### src/rtl/kbd_pkg.sv
// Shared constants and types for the PS/2 set-2 scancode to ASCII decoder.
// Holds the prefix/modifier scancodes, ASCII control values and parser states.
package kbd_pkg;

  localparam logic [7:0] SC_BREAK  = 8'hF0;
  localparam logic [7:0] SC_EXT    = 8'hE0;
  localparam logic [7:0] SC_LSHIFT = 8'h12;
  localparam logic [7:0] SC_RSHIFT = 8'h59;
  localparam logic [7:0] SC_CTRL   = 8'h14;
  localparam logic [7:0] SC_CAPS   = 8'h58;

  localparam logic [7:0] ASCII_NUL       = 8'h00;
  localparam logic [7:0] ASCII_BS        = 8'h08;
  localparam logic [7:0] ASCII_TAB       = 8'h09;
  localparam logic [7:0] ASCII_CR        = 8'h0D;
  localparam logic [7:0] ASCII_SPACE     = 8'h20;
  localparam logic [7:0] ASCII_CASE_BIT  = 8'h20;
  localparam logic [7:0] ASCII_CTRL_MASK = 8'h1F;

  typedef enum logic [1:0] {
    IDLE    = 2'd0,
    BRK     = 2'd1,
    EXT     = 2'd2,
    EXT_BRK = 2'd3
  } kbd_state_e;

  // Non-extended scancodes that only change modifier state and never produce a character.
  function automatic logic isModifier(input logic [7:0] sc);
    return (sc == SC_LSHIFT) || (sc == SC_RSHIFT) || (sc == SC_CTRL) || (sc == SC_CAPS);
  endfunction

endpackage

### src/rtl/kbd_ascii_map.sv
// Combinational US-layout lookup from a set-2 make code to ASCII.
// Letters come out lowercase unless shift is set; the caller applies caps lock and ctrl.
module kbd_ascii_map
  import kbd_pkg::*;
(
  input  logic [7:0] scancode,
  input  logic       shift,
  output logic [7:0] ascii,
  output logic       is_letter,
  output logic       hit
);

  logic [7:0] lower;
  logic [7:0] upper;

  // Letters list only the lowercase form; the uppercase form is derived by flipping the case bit.
  always_comb begin
    lower = ASCII_NUL;
    upper = ASCII_NUL;
    hit   = 1'b1;
    case (scancode)
      8'h1C: lower = "a";
      8'h32: lower = "b";
      8'h21: lower = "c";
      8'h23: lower = "d";
      8'h24: lower = "e";
      8'h2B: lower = "f";
      8'h34: lower = "g";
      8'h33: lower = "h";
      8'h43: lower = "i";
      8'h3B: lower = "j";
      8'h42: lower = "k";
      8'h4B: lower = "l";
      8'h3A: lower = "m";
      8'h31: lower = "n";
      8'h44: lower = "o";
      8'h4D: lower = "p";
      8'h15: lower = "q";
      8'h2D: lower = "r";
      8'h1B: lower = "s";
      8'h2C: lower = "t";
      8'h3C: lower = "u";
      8'h2A: lower = "v";
      8'h1D: lower = "w";
      8'h22: lower = "x";
      8'h35: lower = "y";
      8'h1A: lower = "z";
      8'h45: begin lower = "0"; upper = ")"; end
      8'h16: begin lower = "1"; upper = "!"; end
      8'h1E: begin lower = "2"; upper = "@"; end
      8'h26: begin lower = "3"; upper = "#"; end
      8'h25: begin lower = "4"; upper = "$"; end
      8'h2E: begin lower = "5"; upper = "%"; end
      8'h36: begin lower = "6"; upper = "^"; end
      8'h3D: begin lower = "7"; upper = "&"; end
      8'h3E: begin lower = "8"; upper = "*"; end
      8'h46: begin lower = "9"; upper = "("; end
      8'h0E: begin lower = 8'h60; upper = "~"; end
      8'h4E: begin lower = "-"; upper = "_"; end
      8'h55: begin lower = "="; upper = "+"; end
      8'h5D: begin lower = "\\"; upper = "|"; end
      8'h54: begin lower = "["; upper = "{"; end
      8'h5B: begin lower = "]"; upper = "}"; end
      8'h4C: begin lower = ";"; upper = ":"; end
      8'h52: begin lower = "'"; upper = "\""; end
      8'h41: begin lower = ","; upper = "<"; end
      8'h49: begin lower = "."; upper = ">"; end
      8'h4A: begin lower = "/"; upper = "?"; end
      8'h29: lower = ASCII_SPACE;
      8'h5A: lower = ASCII_CR;
      8'h66: lower = ASCII_BS;
      8'h0D: lower = ASCII_TAB;
      default: hit = 1'b0;
    endcase
    is_letter = (lower >= "a") && (lower <= "z");
    if (is_letter) begin
      upper = lower ^ ASCII_CASE_BIT;
    end else if (upper == ASCII_NUL) begin
      upper = lower;
    end
    ascii = shift ? upper : lower;
  end

endmodule

### src/rtl/kbd_ascii_decoder.sv
// PS/2 set-2 keyboard decoder: prefix parser, modifier tracking, repeat filter
// and a character FIFO presented as a valid/ready stream.
module kbd_ascii_decoder
  import kbd_pkg::*;
#(
  parameter int FIFO_DEPTH = 8,
  parameter int REPEAT_EN  = 1
) (
  input  logic       clk,
  input  logic       rst,
  input  logic       sc_valid,
  input  logic [7:0] sc_data,
  input  logic       out_ready,
  output logic       out_valid,
  output logic [7:0] out_ascii,
  output logic       shift_o,
  output logic       caps_o,
  output logic       ctrl_o,
  output logic       overflow
);

  localparam int AW = $clog2(FIFO_DEPTH);
  typedef logic [AW:0] ptr_t;

  kbd_state_e state_q, state_d;
  logic       lShift_q, lShift_d, rShift_q, rShift_d;
  logic       lCtrl_q, lCtrl_d, rCtrl_q, rCtrl_d;
  logic       capsHeld_q, capsHeld_d, caps_q, caps_d;
  logic [7:0] lastMake_q, lastMake_d;
  logic       isMake, isBreak, isExt, isRepeat;

  logic [7:0] mapAscii;
  logic       mapLetter, mapHit;
  logic       pushReq;
  logic [7:0] pushChar;

  ptr_t       wrPtr_q, wrPtr_d, rdPtr_q, rdPtr_d;
  logic       overflow_q, overflow_d;
  logic       empty, full, doPush, doPop;
  logic [7:0] mem [FIFO_DEPTH];

  assign shift_o  = lShift_q | rShift_q;
  assign ctrl_o   = lCtrl_q | rCtrl_q;
  assign caps_o   = caps_q;
  assign overflow = overflow_q;

  kbd_ascii_map u_map (
    .scancode  (sc_data),
    .shift     (shift_o),
    .ascii     (mapAscii),
    .is_letter (mapLetter),
    .hit       (mapHit)
  );

  // Parser classifies each byte as a prefix, a make or a break, then updates modifiers.
  always_comb begin
    state_d    = state_q;
    lShift_d   = lShift_q;
    rShift_d   = rShift_q;
    lCtrl_d    = lCtrl_q;
    rCtrl_d    = rCtrl_q;
    capsHeld_d = capsHeld_q;
    caps_d     = caps_q;
    lastMake_d = lastMake_q;
    isMake     = 1'b0;
    isBreak    = 1'b0;
    isExt      = 1'b0;
    if (sc_valid) begin
      case (state_q)
        IDLE: begin
          if (sc_data == SC_BREAK)    state_d = BRK;
          else if (sc_data == SC_EXT) state_d = EXT;
          else                        isMake  = 1'b1;
        end
        BRK: begin
          isBreak = 1'b1;
          state_d = IDLE;
        end
        EXT: begin
          if (sc_data == SC_BREAK) begin
            state_d = EXT_BRK;
          end else begin
            isMake  = 1'b1;
            isExt   = 1'b1;
            state_d = IDLE;
          end
        end
        EXT_BRK: begin
          isBreak = 1'b1;
          isExt   = 1'b1;
          state_d = IDLE;
        end
        default: state_d = IDLE;
      endcase
    end

    if (isMake && !isExt) begin
      case (sc_data)
        SC_LSHIFT: lShift_d = 1'b1;
        SC_RSHIFT: rShift_d = 1'b1;
        SC_CTRL:   lCtrl_d  = 1'b1;
        SC_CAPS: begin
          if (!capsHeld_q) caps_d = ~caps_q;
          capsHeld_d = 1'b1;
        end
        default: ;
      endcase
    end
    if (isBreak && !isExt) begin
      case (sc_data)
        SC_LSHIFT: lShift_d   = 1'b0;
        SC_RSHIFT: rShift_d   = 1'b0;
        SC_CTRL:   lCtrl_d    = 1'b0;
        SC_CAPS:   capsHeld_d = 1'b0;
        default: ;
      endcase
    end
    if (isExt && sc_data == SC_CTRL) begin
      if (isMake)  rCtrl_d = 1'b1;
      if (isBreak) rCtrl_d = 1'b0;
    end

    if (isMake)  lastMake_d = sc_data;
    if (isBreak) lastMake_d = 8'h00;
  end

  // Ctrl wins over case for letters; caps lock only flips the case of letters.
  always_comb begin
    isRepeat = (sc_data == lastMake_q);
    pushReq  = isMake && !isExt && !isModifier(sc_data) && mapHit &&
               (!isRepeat || (REPEAT_EN != 0));
    pushChar = mapAscii;
    if (mapLetter) begin
      if (ctrl_o)      pushChar = mapAscii & ASCII_CTRL_MASK;
      else if (caps_q) pushChar = mapAscii ^ ASCII_CASE_BIT;
    end
  end

  always_comb begin
    empty      = (wrPtr_q == rdPtr_q);
    full       = (wrPtr_q[AW] != rdPtr_q[AW]) && (wrPtr_q[AW-1:0] == rdPtr_q[AW-1:0]);
    doPop      = !empty && out_ready;
    doPush     = pushReq && (!full || doPop);
    wrPtr_d    = doPush ? wrPtr_q + ptr_t'(1) : wrPtr_q;
    rdPtr_d    = doPop ? rdPtr_q + ptr_t'(1) : rdPtr_q;
    overflow_d = overflow_q | (pushReq && full && !doPop);
    out_valid  = !empty;
    out_ascii  = empty ? ASCII_NUL : mem[rdPtr_q[AW-1:0]];
  end

  always_ff @(posedge clk or posedge rst) begin
    if (rst) begin
      state_q    <= IDLE;
      lShift_q   <= 1'b0;
      rShift_q   <= 1'b0;
      lCtrl_q    <= 1'b0;
      rCtrl_q    <= 1'b0;
      capsHeld_q <= 1'b0;
      caps_q     <= 1'b0;
      lastMake_q <= 8'h00;
      wrPtr_q    <= '0;
      rdPtr_q    <= '0;
      overflow_q <= 1'b0;
    end else begin
      state_q    <= state_d;
      lShift_q   <= lShift_d;
      rShift_q   <= rShift_d;
      lCtrl_q    <= lCtrl_d;
      rCtrl_q    <= rCtrl_d;
      capsHeld_q <= capsHeld_d;
      caps_q     <= caps_d;
      lastMake_q <= lastMake_d;
      wrPtr_q    <= wrPtr_d;
      rdPtr_q    <= rdPtr_d;
      overflow_q <= overflow_d;
    end
  end

  // Storage needs no reset: the empty flag masks stale entries from the output.
  always_ff @(posedge clk) begin
    if (doPush) mem[wrPtr_q[AW-1:0]] <= pushChar;
  end

endmodule
### config.mk
export PLATFORM = sky130hd
export DESIGN_NAME = kbd_ascii_decoder
export DESIGN_NICKNAME = d
export VERILOG_FILES = /design/src/rtl/kbd_pkg.sv /design/src/rtl/kbd_ascii_map.sv /design/src/rtl/kbd_ascii_decoder.sv
export SDC_FILE = /design/constraint.sdc
export NUM_CORES = 1
export LEC_CHECK = 0
export BUFFER_PORTS_ARGS = -buffer_cell sky130_fd_sc_hd__buf_2
export CORE_UTILIZATION = 41
export DETAILED_ROUTE_END_ITERATION = 16
export PLACE_DENSITY = 0.6
export SLEW_MARGIN = 20
export SYNTH_ARGS = -nofsm -noshare
export SYNTH_HDL_FRONTEND = slang
export SYNTH_SLANG_ARGS = --single-unit
### constraint.sdc
create_clock -name clk -period 6.2 [get_ports clk]
set_input_delay 0.31 -clock clk [delete_from_list [all_inputs] [get_ports clk]]
set_output_delay 0.31 -clock clk [all_outputs]
set_load 0.01 [all_outputs]
==> results.md <==
- Delay of the slowest critical-path stage: 790 ps
- Layout cells sized above 1: 18.2%
- Die Span X: 110 um
- Unrepaired setup endpoints after global routing: no
- Final Hold Vio Count: 0
- Synth Instances: 437
- Top Usage Layer GRT: met2
- Post-synth top cells: 56 x edfxtp_1, 29 x nor2_1, 24 x a21oi_1
- Slowest-stage cell, CP: nor4b_2
- Total vias in the final route: 3558
- Number of synthesized flops with an enable pin: 56
- Final Core Density: 45.6%
- Worst Tran Pin Value: 934 ps
- Ys async rst share: 23.3%
- Final TNS setup: 0 ps
- Residual DRC: 0
- CP Max Fanout: 50
- Clk root buf: clkbuf_16
- Slew Viols, Final: 0
- TritonRoute pass-1 iters: 4
- Die height: 110 um
- Initial Utilization: 42.1%
- Power per Cell Area: 318 nW/um^2
- Setup crit end kind: register
- PnR worst setup slack: 2900 ps
- Port Buf Inserts: 23
- Kind of critical path: input pin to register
- Max Root-Sink Buffers: 2
- Crit path time final: 3300 ps
- Met1 Use GR: 28.0%
- Area share of the largest cell type after synthesis: 35.0%
- # rows: 39
- Peak Freq: 0.303 GHz
- Worst-path clk slew: 50 ps
- Synth warn: 0
- Vias in the first global route: 3343
- Final-stage net count: 449
- CTS sink count: 73
- Final wirelength: 12300 um
- Critical Path RT: 6140 ps
- Crit path DAT: 3250 ps
- Design Area, Final: 5210 um^2
- Worst skew pair latency: 320 ps
- Synth top area cells: edfxtp_1 35%, dfrtp_1 8.9%, mux4_2 6.6%
- Most used DFF post-synth: edfxtp_1
- Final period util: 53.3%
- Routed len/inst: 21.1 um
- P&R area growth vs syn: 8.39%
- Post-CTS Resized: 0
- Final setup violation count: 0
- Via density: 6.10
- Most common cell in the netlist: edfxtp_1
- Sequential area share after synthesis: 43.9%
- HP Class: input pin to asynchronous set/reset pin
- HPWL Detailed: 8880 um
- Met2 Usage GRT: 35.4%
- Mapped cell area: 4800 um^2
- Placed Cells: 567
- GRT Util Overall: 21.5%
- TritonCTS buffer count: 9
- Diode count: 0
- Fin Clk Skew: 5.93 ps
- Max Cap Viol: 0
- Lkg Pwr: 1.81 nW
- ANT nets after route: 0
- CTS H-Tree Depth: 3
- Max VDD drop: 0.317 mV
- Setup Slack @ Placement: 2290 ps
- Syn Nets: 451
- Die footprint: 12200 um^2
- Status: finished clean
- CTS Hold Buffers Added: 0
- Syn avg cell area: 11.0 um^2
- First-pass GRT wire length: 19100 um
- Gr ovfl total: 0
- GPL Wtd Cong: 0.917
- Worst Setup Start Kind: input pin
- TritonCTS clock tree: done
- Fin cells: 583
- Post-synth top area cell: edfxtp_1
- Slew HR: 37.1%
- Post-synth cell types: 80
- Initial antenna violation count: 0
- Core ar.: 11400 um^2
- Area post-placement: 4890 um^2
- Crit path cell chain: buf_2 > nor2_1 > and3_1 > nor3_2 > o211ai_1 > a41oi_4 > nand2_4 > nor4b_2
- Setup Buffers After CTS: 0
- Largest net degree at the start of global routing: 51
- GRT met3 Usage: 4.47%
- Ports: 25
- Fill cells: 1073
- Drt initial violations: 264
- Yosys reg bits: 73
-- cell families after synthesis --
family,count (synthesis),share of synthesized area [%]
multiplexers,26,9.12
flip-flops,73,43.9
adder cells (fa/ha/maj),3,0.729
XOR/XNOR,15,2.89
buffers and inverters,50,5.86
AND/OR/NAND/NOR,168,22.4
other,1,0.0781
AO/OA/AOI/OAI,101,15.1
-- path summary, 6_finish.rpt --
path,start,to,slack [ps],cells after the start
worst max-delay path,sc_data[3],mem[2][3]$_DFFE_PP_,2900,8
worst min-delay path,rst,wrPtr_q[3]$_DFFE_PP0P_,60,2
worst max register to register,state_q[1]$_DFFE_PP0P_,mem[2][3]$_DFFE_PP_,3490,7
worst min register to register,rCtrl_q$_DFFE_PP0P_,rCtrl_q$_DFFE_PP0P_,480,2
max in group asynchronous,rst,rdPtr_q[0]$_DFFE_PP0P_,5700,2
min in group clk,sc_valid,state_q[0]$_DFFE_PP0P_,240,2
-- stage by stage --
step | hold WS, ps | power (W)
after floorplan | 236 | 0.00102
after global placement | 415 | 0.00114
after detailed placement | 428 | 0.00115
after CTS | 81.3 | 0.00167
after global routing | 130 | 0.00175
final | 60.2 | 0.00165
-- per-layer routing --
metal  vias to the layer above  share of wire [%]
met4                         0                2.0
met1                      1731                 44
met3                        21                5.3
met5                         -                  0
met2                       127                 49
li1                       1679                  -
-- flip-flops by register name, indices dropped and copies added (netlist names) --
| name | count |
|---|---|
| capsHeld_q | 1 |
| mem | 56 |
| state_q | 2 |
| overflow | 1 |
| caps_o | 1 |
| rCtrl_q | 1 |
| rdPtr_q | 4 |
| rShift_q | 1 |
| wrPtr_q | 4 |
| lCtrl_q | 1 |
| lShift_q | 1 |
-- where the power goes --
part           internal, W  switching (W)
sequential        0.000571       0.000117
combinational     0.000232       0.000213
clock             0.000349       0.000171
total              0.00115       0.000501
-- layout make-up --
type,count,area [um^2],area share (%)
flip-flops and latches,73,2110,40.5
well taps,143,179,3.44
clock buffers,12,236,4.54
inverters,11,41.3,0.793
multi-input cells,314,2440,46.8
repair buffers,26,138,2.64
clock inverters,4,67.6,1.30
-- worst max-delay path, delay by kind of cell --
family | cells | cell delay, ps
AOI/OAI and AO/OA | 2 | 540
buffers and inverters | 1 | 650
and+or+nand+nor | 5 | 1710
-- placed cells by master (no fill, tap or decap), types with 6 or more instances in the layout --
| cell type | count |
|---|---|
| a21oi_1 | 24 |
| and3_1 | 8 |
| buf_2 | 23 |
| clkbuf_16 | 9 |
| dfrtp_1 | 16 |
| edfxtp_1 | 56 |
| inv_1 | 11 |
| mux2i_1 | 10 |
| mux4_2 | 14 |
| nand2_1 | 20 |
| nand2b_1 | 17 |
| nand3_1 | 22 |
| nor2_1 | 29 |
| nor2b_1 | 9 |
| nor3_1 | 8 |
| nor3b_1 | 6 |
| o21ai_0 | 22 |
| o22ai_1 | 10 |
| xnor2_1 | 11 |
(Power assumes the default switching activity.)
